## src/rtl/reg_file_mp_if.sv

```systemverilog
// Bus between the pipelined core (master) and the multi-port register file (slave).
// Read ports are packed: port i sits at raddr[i*AW +: AW] and rdata[i*XLEN +: XLEN].
interface reg_file_mp_if #(
   parameter int XLEN  = 32,
   parameter int NREGS = 32,
   parameter int NRD   = 2
);
   localparam int AW = $clog2(NREGS);

   logic [NRD*AW-1:0]   raddr;
   logic [NRD*XLEN-1:0] rdata;
   logic [NRD-1:0]      rs_busy;
   logic                reg_wr;
   logic [AW-1:0]       waddr;
   logic [XLEN-1:0]     wdata;
   logic                issue_valid;
   logic [AW-1:0]       issue_rd;
   logic                clr_req;
   logic                clr_busy;

   modport master (
      output raddr, reg_wr, waddr, wdata, issue_valid, issue_rd, clr_req,
      input  rdata, rs_busy, clr_busy
   );

   modport slave (
      input  raddr, reg_wr, waddr, wdata, issue_valid, issue_rd, clr_req,
      output rdata, rs_busy, clr_busy
   );
endinterface

```

## src/rtl/reg_file_mp.sv

```systemverilog
// Multi-port integer register file with write-to-read bypass, per-register
// busy scoreboard and a one-entry-per-cycle bulk-clear sweep.
module reg_file_mp #(
   parameter int XLEN     = 32,
   parameter int NREGS    = 32,
   parameter int NRD      = 2,
   parameter int BYPASS   = 1,
   parameter int ZERO_REG = 1
) (
   input logic          clk,
   input logic          rst_n,
   reg_file_mp_if.slave rf
);
   localparam int AW = $clog2(NREGS);

   typedef enum logic {IDLE, SWEEP} state_t;

   state_t           r_state, w_state_nxt;
   logic [AW-1:0]    r_ptr, w_ptr_nxt;
   logic [XLEN-1:0]  r_mem [NREGS];
   logic [NREGS-1:0] r_busy;

   logic             w_idle, w_wr_en, w_iss_en;
   logic [AW-1:0]    w_ra [NRD];
   logic [NRD-1:0]   w_byp;

   // Entry 0 is untouchable when it is the hardwired zero register.
   function automatic logic f_wr_qual(input logic [AW-1:0] a);
      return (ZERO_REG == 0) || (a != '0);
   endfunction

   assign w_idle      = (r_state == IDLE);
   assign w_wr_en     = w_idle && rf.reg_wr && f_wr_qual(rf.waddr);
   assign w_iss_en    = w_idle && rf.issue_valid && f_wr_qual(rf.issue_rd);
   assign rf.clr_busy = (r_state == SWEEP);

   always_ff @(posedge clk or negedge rst_n) begin
      if (!rst_n) begin
         r_state <= IDLE;
         r_ptr   <= '0;
      end else begin
         r_state <= w_state_nxt;
         r_ptr   <= w_ptr_nxt;
      end
   end

   // NOTE: every output of a combinational block gets a default first so no path can infer a latch.
   always_comb begin
      w_state_nxt = r_state;
      w_ptr_nxt   = r_ptr;
      case (r_state)
         IDLE: begin
            if (rf.clr_req) begin
               w_state_nxt = SWEEP;
               w_ptr_nxt   = (ZERO_REG != 0) ? AW'(1) : '0;
            end
         end
         SWEEP: begin
            if (r_ptr == AW'(NREGS - 1)) begin
               w_state_nxt = IDLE;
               w_ptr_nxt   = '0;
            end else begin
               w_ptr_nxt = r_ptr + 1'b1;
            end
         end
         default: w_state_nxt = IDLE;
      endcase
   end

   // NOTE: the array is reset because reads must return zero right after reset;
   // that rules out a RAM macro and keeps it in flops.
   always_ff @(posedge clk or negedge rst_n) begin
      if (!rst_n) begin
         for (int i = 0; i < NREGS; i++) r_mem[i] <= '0;
      end else if (r_state == SWEEP) begin
         r_mem[r_ptr] <= '0;
      end else if (w_wr_en) begin
         r_mem[rf.waddr] <= rf.wdata;
      end
   end

   // NOTE: the issue set is written after the writeback clear, so the later
   // non-blocking assignment wins and a new producer overrides a retiring one.
   always_ff @(posedge clk or negedge rst_n) begin
      if (!rst_n) begin
         r_busy <= '0;
      end else if (r_state == SWEEP) begin
         r_busy[r_ptr] <= 1'b0;
      end else begin
         if (w_wr_en)  r_busy[rf.waddr]   <= 1'b0;
         if (w_iss_en) r_busy[rf.issue_rd] <= 1'b1;
      end
   end

   always_comb begin
      w_ra       = '{default: '0};
      w_byp      = '0;
      rf.rdata   = '0;
      rf.rs_busy = '0;
      for (int p = 0; p < NRD; p++) begin
         w_ra[p]  = rf.raddr[p*AW +: AW];
         w_byp[p] = (BYPASS != 0) && w_wr_en && (rf.waddr == w_ra[p]);
         rf.rdata[p*XLEN +: XLEN] = w_byp[p] ? rf.wdata : r_mem[w_ra[p]];
         // During a sweep every operand is reported busy so decode stalls.
         rf.rs_busy[p] = !w_idle || (r_busy[w_ra[p]] && !w_byp[p]);
      end
   end
endmodule
```

## src/flat_wrapper.sv

```systemverilog
// flat-port wrapper written by rule: the top's interface ports become plain ports
module reg_file_mp_flat 
#(
   parameter int XLEN     = 32,
   parameter int NREGS    = 32,
   parameter int NRD      = 2,
   parameter int BYPASS   = 1,
   parameter int ZERO_REG = 1
)
  (clk, rst_n, rf_raddr, rf_reg_wr, rf_waddr, rf_wdata, rf_issue_valid, rf_issue_rd, rf_clr_req, rf_rdata, rf_rs_busy, rf_clr_busy);
  reg_file_mp_if #(.XLEN(XLEN), .NREGS(NREGS), .NRD(NRD)) rf_i ();
  input logic clk;
  input logic rst_n;
  input wire logic [$bits(rf_i.raddr)-1:0] rf_raddr;
  input wire logic [$bits(rf_i.reg_wr)-1:0] rf_reg_wr;
  input wire logic [$bits(rf_i.waddr)-1:0] rf_waddr;
  input wire logic [$bits(rf_i.wdata)-1:0] rf_wdata;
  input wire logic [$bits(rf_i.issue_valid)-1:0] rf_issue_valid;
  input wire logic [$bits(rf_i.issue_rd)-1:0] rf_issue_rd;
  input wire logic [$bits(rf_i.clr_req)-1:0] rf_clr_req;
  output wire logic [$bits(rf_i.rdata)-1:0] rf_rdata;
  output wire logic [$bits(rf_i.rs_busy)-1:0] rf_rs_busy;
  output wire logic [$bits(rf_i.clr_busy)-1:0] rf_clr_busy;
  assign rf_i.raddr = rf_raddr;
  assign rf_i.reg_wr = rf_reg_wr;
  assign rf_i.waddr = rf_waddr;
  assign rf_i.wdata = rf_wdata;
  assign rf_i.issue_valid = rf_issue_valid;
  assign rf_i.issue_rd = rf_issue_rd;
  assign rf_i.clr_req = rf_clr_req;
  assign rf_rdata = rf_i.rdata;
  assign rf_rs_busy = rf_i.rs_busy;
  assign rf_clr_busy = rf_i.clr_busy;
  reg_file_mp #(.XLEN(XLEN), .NREGS(NREGS), .NRD(NRD), .BYPASS(BYPASS), .ZERO_REG(ZERO_REG)) u_core (.clk(clk), .rst_n(rst_n), .rf(rf_i));
endmodule
```

## config.mk

```make
export PLATFORM = sky130hd
export DESIGN_NAME = reg_file_mp_flat
export DESIGN_NICKNAME = d
export VERILOG_FILES = /design/src/rtl/reg_file_mp_if.sv /design/src/rtl/reg_file_mp.sv /design/src/flat_wrapper.sv
export SDC_FILE = /design/constraint.sdc
export NUM_CORES = 2
export LEC_CHECK = 0
export CAP_MARGIN = 10
export CORE_MARGIN = 3
export CORE_UTILIZATION = 40
export CTS_CLUSTER_DIAMETER = 120
export CTS_CLUSTER_SIZE = 14
export DETAILED_ROUTE_END_ITERATION = 16
export SLEW_MARGIN = 5
export SYNTH_ARGS = -nofsm -noshare
export SYNTH_HDL_FRONTEND = slang
export SYNTH_SLANG_ARGS = --single-unit
```

## constraint.sdc

```tcl
create_clock -name clk -period 7.7 [get_ports clk]
set_input_delay 1.54 -clock clk [delete_from_list [all_inputs] [get_ports clk]]
set_output_delay 1.54 -clock clk [all_outputs]
set_load 0.05 [all_outputs]
```

==> load_flow_metrics.sql <==
INSERT INTO impl_metrics (metric_group, metric, value, unit) VALUES
('status', 'run_status', 'completed', ''),
('synth', 'number_of_warning_messages_in_the_yosys_log', '0', ''),
('worst_setup_path', 'critPathRequiredTime', '6.16', 'ns'),
('worst_setup_path', 'timing.reg2reg.worst_path_depth', '6', ''),
('route', 'detail_route.wl_per_cell', '38.1', 'um'),
('layout', 'multi_input_comb_area', '0.0256', 'mm2'),
('worst_setup_path', 'end_kind', 'primary output', ''),
('clock_tree', 'cts_htree_levels', '3', ''),
('synth', 'synth_fa_ha_area_share', '0.116', '%'),
('clock_tree', 'tritoncts_buffers', '85', ''),
('route', 'detail_route.wirelength', '208000', 'um'),
('worst_setup_path', 'critPathKind', 'in -> out', ''),
('synth', 'syn_area', '0.0541', 'mm2'),
('worst_setup_path', 'path_cells', 'clkdlybuf4s50_1 > or3_2 > buf_4 > o22ai_1 > or4_1 > o21ai_1 > clkdlybuf4s50_1', ''),
('synth', 'post_synth_num_cell_types', '55', ''),
('synth', 'fraction_of_synthesized_cell_area_in_xor_and_xnor_cells', '0.194', '%'),
('layout', 'layout.cells.most_common_list', 'sky130_fd_sc_hd__dfrtp_1, sky130_fd_sc_hd__a22o_1, sky130_fd_sc_hd__mux4_2, sky130_fd_sc_hd__o22ai_1, sky130_fd_sc_hd__buf_4', ''),
('layout', 'filler_cell_count', '11808', ''),
('synth', 'synth_top_family_by_area', 'multiplexers', ''),
('global_route', 'grt_remaining_overflow', '0', ''),
('synth', 'yosys_most_used_dff', 'sky130_fd_sc_hd__dfrtp_1', ''),
('sta', 'maxClockFrequency', '143', 'MHz'),
('global_route', 'antenna_violations_before_repair', '9', ''),
('synth', 'muxShareOfSynthArea', '22.2', '%'),
('clock_tree', 'post_cts_resized', '0', ''),
('die', 'dieArea', '0.140', 'mm2'),
('synth', 'syn-mean-instance-area', '14.2', 'um2'),
('layout', 'area_growth', '10.5', '%'),
('place', 'port_buf_inserts', '123', ''),
('clock_tree', 'cts_tree', 'built', ''),
('clock_tree', 'clk_latency', '0.72', 'ns'),
('worst_setup_path', 'cp_max_fo', '13', ''),
('worst_setup_path', 'worstPathArrival', '5.44', 'ns'),
('global_route', 'grt_use_total', '29.4', '%'),
('die', 'core.rowCount', '134', ''),
('sta', 'final_min_period_over_clock_period', '90.6', '%'),
('clock_tree', 'clock_tree_buf_depth', '3', ''),
('place', 'dp_cells', '5372', ''),
('worst_setup_path', 'critPathSlowestCell', 'sky130_fd_sc_hd__clkdlybuf4s50_1', ''),
('die', 'start_util', '40.4', '%'),
('global_route', 'first_global_vias', '39822', ''),
('die', 'design.core.area', '0.134', 'mm2'),
('layout', 'layout.cells.most_common', 'sky130_fd_sc_hd__dfrtp_1', ''),
('synth', 'synth-compound-area-share', '20.6', '%'),
('sta', 'period_minus_slack', '6.98', 'ns'),
('worst_setup_path', 'start_kind', 'input port', ''),
('synth', 'syn_inst', '3806', ''),
('global_route', 'grt_max_degree', '169', ''),
('power', 'p_leak', '25.9', 'nW'),
('layout', 'stdcell_count', '5471', ''),
('layout', 'regArea', '0.0266', 'mm2'),
('route', 'drt-vias-per-instance', '7.45', ''),
('synth', 'ys_ff_latch', '1062', ''),
('sta', 'worst-slew-pin-transition', '1.37', 'ns'),
('sta', 'grt_setup_unrepaired', 'no', ''),
('clock_tree', 'holdBufCountCts', '0', ''),
('clock_tree', 'post-cts-setup-buffers', '0', ''),
('die', 'die_x', '374', 'um'),
('layout', 'fraction_of_layout_instances_using_a_drive_strength_above_1', '24.3', '%'),
('clock_tree', 'path_clk_slew', '0.07', 'ns'),
('power', 'vdd.ir_drop.worst', '234', 'uV'),
('place', 'finalWeightedCongestion', '0.878', ''),
('sta', 'timing_max_transition_violations_final', '0', ''),
('synth', 'async_reset_ff_share', '100', '%'),
('clock_tree', 'clock_tree.root_cell', 'sky130_fd_sc_hd__clkbuf_16', ''),
('clock_tree', 'cts.sinks', '1062', ''),
('synth', 'postSynthNetCount', '3868', ''),
('power', 'pd_cells', '254', 'mW/mm2'),
('sta', 'setup_tns', '0', 'ns'),
('route', 'antenna_left', '0', ''),
('layout', 'finish.net_count', '3754', '');
-- registers in the layout (all words and copies together), names as in the netlist --
| register | count |
|---|---|
| u_core.r_mem | 1024 |
| u_core.r_busy | 32 |
| u_core.r_ptr | 5 |
| u_core.rf.clr_busy | 1 |
-- where the power goes --
part	leakage [nW]	internal, mW	switching [mW]
Clock	1.11	2.00	2.11
Sequential	14.7	6.43	0.700
Combinational	10.1	1.77	2.19
-- path summary, 6_finish.rpt --
check	from	end	slack [ns]
worst max-delay path	rf_raddr[9]	rf_rdata[51]	0.72
worst min-delay path	u_core.r_mem[1000]$_DFFE_PN0P_	u_core.r_mem[1000]$_DFFE_PN0P_	0.50
max in group asynchronous	rst_n	u_core.r_mem[279]$_DFFE_PN0P_	5.02
min in group asynchronous	rst_n	u_core.r_busy[20]$_DFF_PN0_	0.83
worst max register to register	u_core.r_ptr[0]$_DFFE_PN0P_	u_core.r_mem[894]$_DFFE_PN0P_	4.54
worst min register to register	u_core.r_mem[1000]$_DFFE_PN0P_	u_core.r_mem[1000]$_DFFE_PN0P_	0.50
-- critical path: cells and delay by family --
| family | cells | cell delay [ns] |
|---|---|---|
| buffers and inverters | 3 | 2.18 |
| and+or+nand+nor | 2 | 1.23 |
| AOI/OAI and AO/OA | 2 | 0.46 |
-- per-stage QoR --
stage | power, mW | instance area, um2 | utilization [%] | hold slack (ns) | setup WS [ns]
global route | 15.7 | 59800 | 44.7 | 0.530 | 0.647
CTS | 15.2 | 59800 | 44.7 | 0.507 | 0.756
floorplan | 9.51 | 54100 | - | 0.464 | 2.50
global placement | 11.0 | 57500 | 43.0 | 0.483 | 0.887
finish | 15.2 | 59800 | 44.7 | 0.503 | 0.722
detailed placement | 11.1 | 57500 | 43.0 | 0.489 | 0.822
-- per-layer routing --
| metal | vias up | GRT usage, % | share of wire [%] |
|---|---|---|---|
| met5 | - | 0.412 | 0.053 |
| met1 | 21603 | 41.3 | 38 |
| met2 | 3272 | 43.1 | 44 |
| met3 | 584 | 7.63 | 12 |
| met4 | 8 | 12.6 | 5.0 |
| li1 | 15267 | - | - |
-- area by class of cell --
| cell class | count | area share (%) |
|---|---|---|
| Sequential cell | 1062 | 44.5 |
| Multi-Input combinational cell | 2216 | 42.8 |
| Timing Repair Buffer | 319 | 5.22 |
| Tap cell | 1768 | 3.70 |
| Clock buffer | 87 | 3.62 |
| Clock inverter | 6 | 0.167 |
| Inverter | 8 | 0.0502 |
| Antenna cell | 5 | 0.0209 |
-- cell families after synthesis --
group,after synthesis
buffers and inverters,528
AO/OA/AOI/OAI,1385
multiplexers,537
flip-flops,1062
adder cells (fa/ha/maj),5
AND/OR/NAND/NOR,277
XOR/XNOR,12
-- synth_stat cells, types with 2 or more instances --
master / instances / share of area [%]
sky130_fd_sc_hd__a21oi_1: 30 / 0.28
sky130_fd_sc_hd__a22o_1: 1021 / 17
sky130_fd_sc_hd__a311o_1: 2 / 0.037
sky130_fd_sc_hd__a31oi_1: 2 / 0.023
sky130_fd_sc_hd__and2_1: 39 / 0.45
sky130_fd_sc_hd__and3_1: 4 / 0.046
sky130_fd_sc_hd__buf_1: 34 / 0.24
sky130_fd_sc_hd__buf_12: 4 / 0.15
sky130_fd_sc_hd__buf_2: 80 / 0.74
sky130_fd_sc_hd__buf_4: 20 / 0.28
sky130_fd_sc_hd__buf_6: 40 / 0.83
sky130_fd_sc_hd__buf_8: 2 / 0.056
sky130_fd_sc_hd__clkbuf_1: 339 / 2.4
sky130_fd_sc_hd__dfrtp_1: 1062 / 49
sky130_fd_sc_hd__ha_1: 5 / 0.12
sky130_fd_sc_hd__inv_1: 6 / 0.042
sky130_fd_sc_hd__inv_2: 2 / 0.014
sky130_fd_sc_hd__mux2i_1: 8 / 0.15
sky130_fd_sc_hd__mux4_1: 5 / 0.24
sky130_fd_sc_hd__mux4_2: 524 / 22
sky130_fd_sc_hd__nand2_1: 76 / 0.53
sky130_fd_sc_hd__nand2b_1: 8 / 0.093
sky130_fd_sc_hd__nand3_1: 9 / 0.083
sky130_fd_sc_hd__nand3b_1: 11 / 0.15
sky130_fd_sc_hd__nor2_1: 24 / 0.17
sky130_fd_sc_hd__nor2_2: 2 / 0.023
sky130_fd_sc_hd__nor2b_1: 2 / 0.023
sky130_fd_sc_hd__nor3_1: 8 / 0.074
sky130_fd_sc_hd__nor3_2: 14 / 0.26
sky130_fd_sc_hd__nor3b_1: 2 / 0.028
sky130_fd_sc_hd__nor4_2: 2 / 0.046
sky130_fd_sc_hd__o21ai_0: 2 / 0.019
sky130_fd_sc_hd__o21ai_1: 63 / 0.58
sky130_fd_sc_hd__o21bai_1: 2 / 0.028
sky130_fd_sc_hd__o22ai_1: 255 / 2.9
sky130_fd_sc_hd__o32ai_1: 3 / 0.049
sky130_fd_sc_hd__or3_1: 4 / 0.046
sky130_fd_sc_hd__or4_1: 63 / 0.87
sky130_fd_sc_hd__xnor2_1: 6 / 0.097
sky130_fd_sc_hd__xor2_1: 6 / 0.097
Note: power is estimated with default switching activity, not from simulation.
